===== config.mk =====
export PLATFORM = sky130hd
export DESIGN_NAME = x2050mpxq
export DESIGN_NICKNAME = d
export VERILOG_FILES = /design/src/rtl/x2050mpxq.sv
export SDC_FILE = /design/constraint.sdc
export NUM_CORES = 1
export LEC_CHECK = 0
export ABC_AREA = 1
export CAP_MARGIN = 30
export CORE_UTILIZATION = 40
export DETAILED_ROUTE_END_ITERATION = 6
export SETUP_SLACK_MARGIN = 0.4
export SYNTH_ARGS = -nofsm -noshare
export SYNTH_HDL_FRONTEND = slang
export SYNTH_SLANG_ARGS = --single-unit

===== constraint.sdc =====
create_clock -name i_clk -period 6.4 [get_ports i_clk]
set_input_delay 0.64 -clock i_clk [delete_from_list [all_inputs] [get_ports i_clk]]
set_output_delay 0.64 -clock i_clk [all_outputs]
set_load 0.02 [all_outputs]

===== src/rtl/x2050mpxq.sv =====
// Multiplexor channel buffer: DEPTH-entry FIFO shared between microcode MG orders
// and an autonomous service-in/service-out sequencer with tag timeout.
module x2050mpxq #(
  parameter int DEPTH = 4,
  parameter int DW    = 9,
  parameter int TMO   = 255
) (
  input  logic                       i_clk,
  input  logic                       i_reset,
  input  logic                       i_ros_advance,
  input  logic                       i_io_mode,
  input  logic [2:0]                 i_mg,
  input  logic                       i_dir_in,
  input  logic [DW-1:0]              i_buffer_out_bus,
  output logic [DW-1:0]              o_buffer_in_bus,
  output logic [$clog2(DEPTH):0]     o_count,
  output logic                       o_full,
  output logic                       o_empty,
  output logic                       o_overrun,
  output logic                       o_underrun,
  output logic                       o_timeout,
  output logic                       o_status_seen,
  output logic [DW-1:0]              o_mpx_bus_out,
  input  logic [DW-1:0]              i_mpx_bus_in,
  output logic                       o_mpx_service_out,
  input  logic                       i_mpx_service_in,
  input  logic                       i_mpx_status_in,
  input  logic                       i_mpx_operational_in
);
  localparam int AW = $clog2(DEPTH);
  localparam int CW = AW + 1;
  localparam int TW = $clog2(TMO + 1);
  localparam logic [1:0] S_IDLE = 2'd0, S_XFER = 2'd1, S_ACK = 2'd2;

  logic [DW-1:0] r_mem [DEPTH];
  logic [AW-1:0] r_wptr, r_rptr;
  logic [CW-1:0] r_count;
  logic          r_overrun, r_underrun, r_timeout, r_status_seen;
  logic [1:0]    r_state;
  logic [TW-1:0] r_tmo;
  logic          r_so, r_si_q, r_st_q;
  logic [DW-1:0] r_bus_out;

  logic          w_g, w_cpu_clr, w_cpu_pop, w_cpu_push;
  logic          w_full, w_empty, w_si_rise, w_st_rise, w_abort;
  logic          w_seq_push, w_seq_pop, w_push, w_pop, w_push_ok, w_pop_ok;
  logic [DW-1:0] w_push_data, w_head;

  assign w_g        = i_ros_advance & i_io_mode & ~i_reset;
  assign w_cpu_clr  = w_g & (i_mg == 3'd1);
  assign w_cpu_pop  = w_g & (i_mg == 3'd3);
  assign w_cpu_push = w_g & (i_mg == 3'd4);

  assign w_full    = (r_count == CW'(DEPTH));
  assign w_empty   = (r_count == '0);
  assign w_head    = r_mem[r_rptr];
  assign w_si_rise = i_mpx_service_in & ~r_si_q;
  assign w_st_rise = i_mpx_status_in & ~r_st_q;
  // Any condition that kicks the sequencer back to IDLE also suppresses its transfer.
  assign w_abort   = ~i_mpx_operational_in | (w_st_rise & (r_state != S_IDLE));

  // CPU has priority on a same-kind collision; the sequencer simply retries.
  assign w_seq_push = (r_state == S_XFER) & i_dir_in & ~w_full & ~w_cpu_push
                    & ~w_cpu_clr & ~w_abort;
  assign w_seq_pop  = (r_state == S_XFER) & ~i_dir_in & ~w_empty & ~w_cpu_pop
                    & ~w_cpu_clr & ~w_abort;

  assign w_push      = w_cpu_push | w_seq_push;
  assign w_pop       = w_cpu_pop | w_seq_pop;
  assign w_push_data = w_cpu_push ? i_buffer_out_bus : i_mpx_bus_in;
  assign w_pop_ok    = w_pop & ~w_empty;
  assign w_push_ok   = w_push & (~w_full | w_pop_ok);

  assign o_buffer_in_bus   = (w_cpu_pop & ~w_empty) ? w_head : '0;
  assign o_count           = r_count;
  assign o_full            = w_full;
  assign o_empty           = w_empty;
  assign o_overrun         = r_overrun;
  assign o_underrun        = r_underrun;
  assign o_timeout         = r_timeout;
  assign o_status_seen     = r_status_seen;
  assign o_mpx_bus_out     = r_bus_out;
  assign o_mpx_service_out = r_so;

  always_ff @(posedge i_clk) begin
    if (w_push_ok) r_mem[r_wptr] <= w_push_data;
  end

  always_ff @(posedge i_clk) begin
    if (i_reset || w_cpu_clr) begin
      r_wptr     <= '0;
      r_rptr     <= '0;
      r_count    <= '0;
      r_overrun  <= 1'b0;
      r_underrun <= 1'b0;
    end else begin
      if (w_push_ok) r_wptr <= r_wptr + AW'(1);
      if (w_pop_ok)  r_rptr <= r_rptr + AW'(1);
      if (w_push_ok && !w_pop_ok)      r_count <= r_count + CW'(1);
      else if (!w_push_ok && w_pop_ok) r_count <= r_count - CW'(1);
      if (w_push && !w_push_ok) r_overrun  <= 1'b1;
      if (w_cpu_pop && w_empty) r_underrun <= 1'b1;
    end
  end

  always_ff @(posedge i_clk) begin
    if (i_reset) begin
      r_state       <= S_IDLE;
      r_tmo         <= '0;
      r_so          <= 1'b0;
      r_si_q        <= 1'b0;
      r_st_q        <= 1'b0;
      r_bus_out     <= '0;
      r_timeout     <= 1'b0;
      r_status_seen <= 1'b0;
    end else begin
      r_si_q <= i_mpx_service_in;
      r_st_q <= i_mpx_status_in;
      if (w_cpu_clr) begin
        r_timeout     <= 1'b0;
        r_status_seen <= 1'b0;
      end
      // Latch lingers one cycle after service-out falls, then clears.
      if (!r_so) r_bus_out <= '0;

      if (!i_mpx_operational_in) begin
        r_state   <= S_IDLE;
        r_so      <= 1'b0;
        r_tmo     <= '0;
        r_bus_out <= '0;
      end else if (w_st_rise && r_state != S_IDLE) begin
        r_status_seen <= 1'b1;
        r_state       <= S_IDLE;
        r_so          <= 1'b0;
        r_tmo         <= '0;
      end else begin
        case (r_state)
          S_IDLE: begin
            if (w_si_rise) begin
              r_state <= S_XFER;
              r_tmo   <= '0;
            end
          end
          S_XFER, S_ACK: begin
            if (w_seq_push || w_seq_pop) begin
              if (w_seq_pop) r_bus_out <= w_head;
              r_so    <= 1'b1;
              r_state <= S_ACK;
              r_tmo   <= '0;
            end else if (r_state == S_ACK && !i_mpx_service_in) begin
              r_so    <= 1'b0;
              r_state <= S_IDLE;
              r_tmo   <= '0;
            end else if (r_tmo == TW'(TMO - 1)) begin
              r_timeout <= 1'b1;
              r_so      <= 1'b0;
              r_state   <= S_IDLE;
              r_tmo     <= '0;
            end else begin
              r_tmo <= r_tmo + TW'(1);
            end
          end
          default: begin
            r_state <= S_IDLE;
            r_so    <= 1'b0;
          end
        endcase
      end
    end
  end
endmodule


After elaboration in Yosys (flattened, before gate mapping)
Memory sizes are Yosys's and may differ from the RTL's. A register that Yosys moved wholly into a read port is not among the register bits.
Cells that the tools add are included.
{"block": "word_totals", "ff_bits": 33, "ram_bits": 36, "input_bits": 29, "wordCells": 124, "n_memories": 1}
{"block": "op_classes", "n_addsub": 5, "eq_ne": 9, "n_mux": 37, "bitwise_logic": 37, "n_reduce_logical": 22}
{"name": "r_mem", "words": 4, "word_bits": 9, "read_ports": 1, "rd_clocked_by_memory_dff": 1, "wr": 1, "line": "35", "rtl": "logic [DW-1:0] r_mem [DEPTH];"}
{"operator": "$mux 9", "count": 7}
{"operator": "$mux 8", "count": 4}
{"operator": "$and 1x1->1", "count": 21}
{"operator": "$pmux 8 s2", "count": 1}
{"operator": "$mux 1", "count": 15}
{"operator": "$mux 2", "count": 6}
{"operator": "$not 1->1", "count": 12}
{"operator": "$add 8x1->8 const B", "count": 1}
{"operator": "$eq 8x8->1 const B", "count": 1}
{"operator": "$eq 3x3->1 const B", "count": 2}
{"operator": "$logic_and 1x1->1", "count": 6}
{"operator": "$mux 3", "count": 2}
{"operator": "$reduce_and 2->1", "count": 3}
{"operator": "$reduce_bool 2->1", "count": 3}
{"operator": "$add 2x1->2 const B", "count": 2}
{"operator": "$ne 4x4->1 const B", "count": 1}
{"operator": "$or 1x1->1", "count": 4}
{"operator": "$pmux 2 s2", "count": 1}
{"operator": "$reduce_or 2->1", "count": 2}
{"operator": "$add 3x1->3 const B", "count": 1}
{"operator": "$eq 3x1->1 const B", "count": 1}
{"operator": "$eq 3x2->1 const B", "count": 1}
{"operator": "$logic_not 1->1", "count": 3}
{"operator": "$logic_not 3->1", "count": 1}
{"operator": "8 further kinds", "count": 9}

Logic depth before layout (Yosys ltp)
{"block": "depth", "word_depth": 15, "ltp_mapped": 18, "depth_no_buf": 18}

Worst setup path after synthesis
No wires, ideal clock.
{"block": "synth_path", "kind": "in2reg", "startpoint": "input i_reset", "endpoint": "register r_count[2] (netlist: o_count[2])", "setup_ns": 0.122, "arrival_time_ns": 2.224, "required_ns": 6.278, "path_slack_ns": 4.054, "path_stages": 16, "n_path_buf": 0, "path_cell_list": "inv_2 nand3_4 nor2_2 nor2_8 nand2_4 nand3_2 nand2_4 inv_2 ha_1 inv_1 fa_1 inv_1 a21oi_1 o21ai_0 o21ai_0 a21oi_1"}
{"block": "synth_between", "elab_chain_cells": 14}
{"item": "start, declared", "line": "9", "rtl": "input logic i_reset,"}
{"item": "$not 1->1 *", "line": "49", "rtl": "assign w_g = i_ros_advance & i_io_mode & ~i_reset;"}
{"item": "$and 1x1->1 *", "line": "49"}
{"item": "$and 1x1->1", "line": "51", "rtl": "assign w_cpu_pop = w_g & (i_mg == 3'd3);"}
{"item": "$not 1->1", "line": "65", "rtl": "assign w_seq_pop = (r_state == S_XFER) & ~i_dir_in & ~w_empty & ~w_cpu_pop"}
{"item": "$and 1x1->1", "line": "65"}
{"item": "$and 1x1->1 (2 in a row)", "line": "66", "rtl": "& ~w_cpu_clr & ~w_abort;"}
{"item": "$or 1x1->1", "line": "69", "rtl": "assign w_pop = w_cpu_pop | w_seq_pop;"}
{"item": "$and 1x1->1", "line": "71", "rtl": "assign w_pop_ok = w_pop & ~w_empty;"}
{"item": "$or 1x1->1", "line": "72", "rtl": "assign w_push_ok = w_push & (~w_full | w_pop_ok);"}
{"item": "$and 1x1->1 *", "line": "72"}
{"item": "via w_push_ok", "line": "46", "rtl": "logic w_seq_push, w_seq_pop, w_push, w_pop, w_push_ok, w_pop_ok;"}
{"item": "$logic_not 1->1", "line": "100", "rtl": "else if (!w_push_ok && w_pop_ok) r_count <= r_count - CW'(1);"}
{"item": "$logic_and 1x1->1", "line": "100"}
{"item": "$reduce_bool 2->1 (no source line)"}
{"item": "end signal, assigned", "line": "99", "rtl": "if (w_push_ok && !w_pop_ok) r_count <= r_count + CW'(1);"}
{"item": "end signal, assigned", "line": "100"}
{"item": "end, declared", "line": "37", "rtl": "logic [CW-1:0] r_count;"}
Mark *: on every way through the listed nets, which the timed path passes. The rest lies on a longest branch.
A chain may end at the register's enable or synchronous reset.

==> results_dict.tcl <==
set metrics [dict create \
    power.density_nw_per_um2 217 \
    cts_tree "built" \
    hold_path_class "reg2reg" \
    grt_util_all_layers_pct 17.8 \
    drt_iter0_markers 89 \
    cts-root-buf "clkbuf_8" \
    slew_viol_final 0 \
    syn_to_final_growth_pct 25.6 \
    clk_pin_slew_ns 0.08 \
    top_level_ports 57 \
    grt_pass1_vias 2387 \
    p_seq_share_pct 52.9 \
    cp-end-kind "output port" \
    drc 0 \
    p_int_uw 696 \
    gp_congestion 0.783 \
    worstMarginPinSlew_ns 0.895 \
    drt_first_pass_iters 4 \
    slew-limit-headroom_pct 40.1 \
    htreeDepth 3 \
    die_area_um2 8750 \
    synth_top_cell_by_area "edfxtp_1" \
    syn_inst 368 \
    yosysTopAreaCellShare_pct 32.2 \
    die_x_um 93.6 \
    cts-buffers-inserted 9 \
    irDropWorstVdd_uv 110 \
    cts_resized 0 \
    status "finished, final reports clean" \
    vias_per_cell 4.72 \
    dp_hpwl_mm 5.26 \
    crit_type "reg2out" \
    path_max_fanout 19 \
    core-area_um2 8180 \
    p_sw_uw 218 \
    grt_max_degree 20 \
    cts_max_path_buffers 2 \
    ant_nets 0 \
    grt.overflow.total 0 \
    seq_area_frac_synth_pct 53.1 \
    pwr-share-comb_pct 7.5 \
    wl_per_cell_um 13.4 \
    slowest_stage "dfxtp_1" \
    post-place-ws_ns 3.10 \
    insertion_delay_ns 0.34 \
    clkPwrFrac_pct 39.6 \
    yosys.cell_types.count 34 \
    final.setup.tns_ns 0 \
    worstPathCellList "clkinv_1 > nand2_1 > a32o_1 > nor2_1 > clkdlybuf4s50_1" \
    finClkSkew_ns 0.00699 \
    period_share_pct 54.7 \
    rrSetupSlack_ns 3.88 \
    worst_slack_ns 2.90 \
    die_h_um 93.6 \
    syn_area_um2 3350 \
    std_cell_rows 33 \
    fin_crit_ns 3.50 \
    io_buffer_count 56 \
    crit_required_ns 5.76 \
    dr_total_vias 2538 \
    antenna_cells 0 \
    critPathLaunchType "flip-flop" \
    synth_nets 409 \
    cts_hold_buffers 0 \
    setup_violations 0 \
    synth_area_leaders "edfxtp_1 32%, dfxtp_1 21%, nand2_1 13%" \
    fmax_mhz 286 \
    post_cts_buffers 0 \
    power_uw 914 \
    p_leak_uw 0.00167 \
    hold_violations 0 \
    max_stage_delay_ns 0.77 \
    rsz0062_at_grt "no" \
    avgSynthCellArea_um2 9.11 \
    cts.sinks 71 \
    antenna_found_initial 0 \
    initial_core_util_pct 41.0 \
    yosysWarnings 0 \
    critical_path_arrival_ns 2.86 \
    grt_pass1_wl_mm 11.6 \
    drive_above_1_share_pct 10.6 \
    synth-seq-cells 71 \
    switching_share_pct 23.9 \
    wl_mm 7.23 \
    max_cap_violations 0 \
    nets 469 \
]
[worst paths after layout]
| kind | from | end | depth (start not counted) |
|---|---|---|---|
| setup reg to reg | r_state[0] | o_count[2] | 18 |
| hold reg to reg | o_overrun | o_overrun | 2 |
| hold / removal | o_overrun | o_overrun | 2 |
| setup / recovery | flip-flop | o_buffer_in_bus[5] | 5 |
[through the flow]
| step | instances | hold WS, ns | instance area [um2] | utilization, % |
|---|---|---|---|---|
| floorplan | 368 | 0.469 | 3350 | - |
| global placement | 522 | 0.443 | 4010 | 49.0 |
| detailed placement | 522 | 0.446 | 4010 | 49.0 |
| CTS | 538 | 0.458 | 4210 | 51.5 |
| global route | 538 | 0.502 | 4210 | 51.5 |
| finish | 538 | 0.456 | 4210 | 51.5 |
[metal layers]
metal | global-route usage [%] | wire length (um) | vias up
li1 | - | - | 1318
met1 | 21.4 | 3300 | 1168
met2 | 31.7 | 3610 | 50
met3 | 4.31 | 280 | 2
met4 | 4.62 | 37 | 0
met5 | 0 | 0 | -
[final cells by class]
class / instances / area (um2)
well taps: 105 / 131
clock buffers: 9 / 124
multi-input cells: 253 / 1400
fillers: 794 / 3960
clock inverters: 7 / 81.3
flip-flops and latches: 71 / 1780
repair buffers: 56 / 561
inverters: 37 / 139
[cell usage after synthesis (all sizes together)]
master and instances:
and3 1, a21oi 29, nor3 1, o31ai 1
nor2 47, xnor2 1, nand4 2, fa 1
nand2 126, ha 11, clkbuf 2, mux2i 1
nand3 11, dfxtp 35, a32o 9, inv 35
o21ai 5, xor2 7, edfxtp 36, clkinv 2
buf 5
[critical path: cells and delay by family (launching register included)]
| kind | cells | cell delay [ns] |
|---|---|---|
| AOI/OAI and AO/OA | 1 | 0.27 |
| and+or+nand+nor | 2 | 0.26 |
| buffers and inverters | 2 | 1.22 |
| DFF | 1 | 0.77 |
[power by group through the flow]
stage,Combinational (uW),Clock (uW),Sequential [uW]
global route,76.1,386,484
global placement,68.6,0,494
detailed placement,69.1,0,494
CTS,69.4,373,484
finish,68.7,362,484
floorplan,36.3,0,495
[cell usage in the layout, fill, tap and decap left out, types with 2 or more instances in the layout]
cell type,n
a21oi_1,27
a32o_1,9
clkbuf_8,9
clkdlybuf4s50_1,56
clkinv_1,2
clkinv_4,4
dfxtp_1,35
edfxtp_1,36
ha_1,11
inv_1,28
inv_2,7
nand2_1,116
nand2_2,3
nand2_4,7
nand3_1,6
nand3_2,2
nand3_4,3
nand4_1,2
nor2_1,41
nor2_2,3
nor2_4,2
o21ai_0,4
xor2_1,7
[logic make-up after synthesis]
family                   after synthesis  synth area share, %
AND/OR/NAND/NOR                      188                 26.1
flip-flops                            71                 53.1
AO/OA/AOI/OAI                         44                 8.43
buffers and inverters                 44                 5.26
adder cells (fa/ha/maj)               12                 4.70
XOR/XNOR                               8                 2.09
multiplexers                           1                0.299
[registers in the layout (all words and copies together), names as in the netlist, named ones only]
name and cells:
r_si_q 1, r_rptr 2, o_overrun 1, o_mpx_bus_out 9, o_underrun 1, r_tmo 8, r_mem 36, o_timeout 1
o_mpx_service_out 1, r_state 2, r_wptr 2, o_status_seen 1, o_count 3, r_st_q 1
Power figures use the tool's default switching activity.
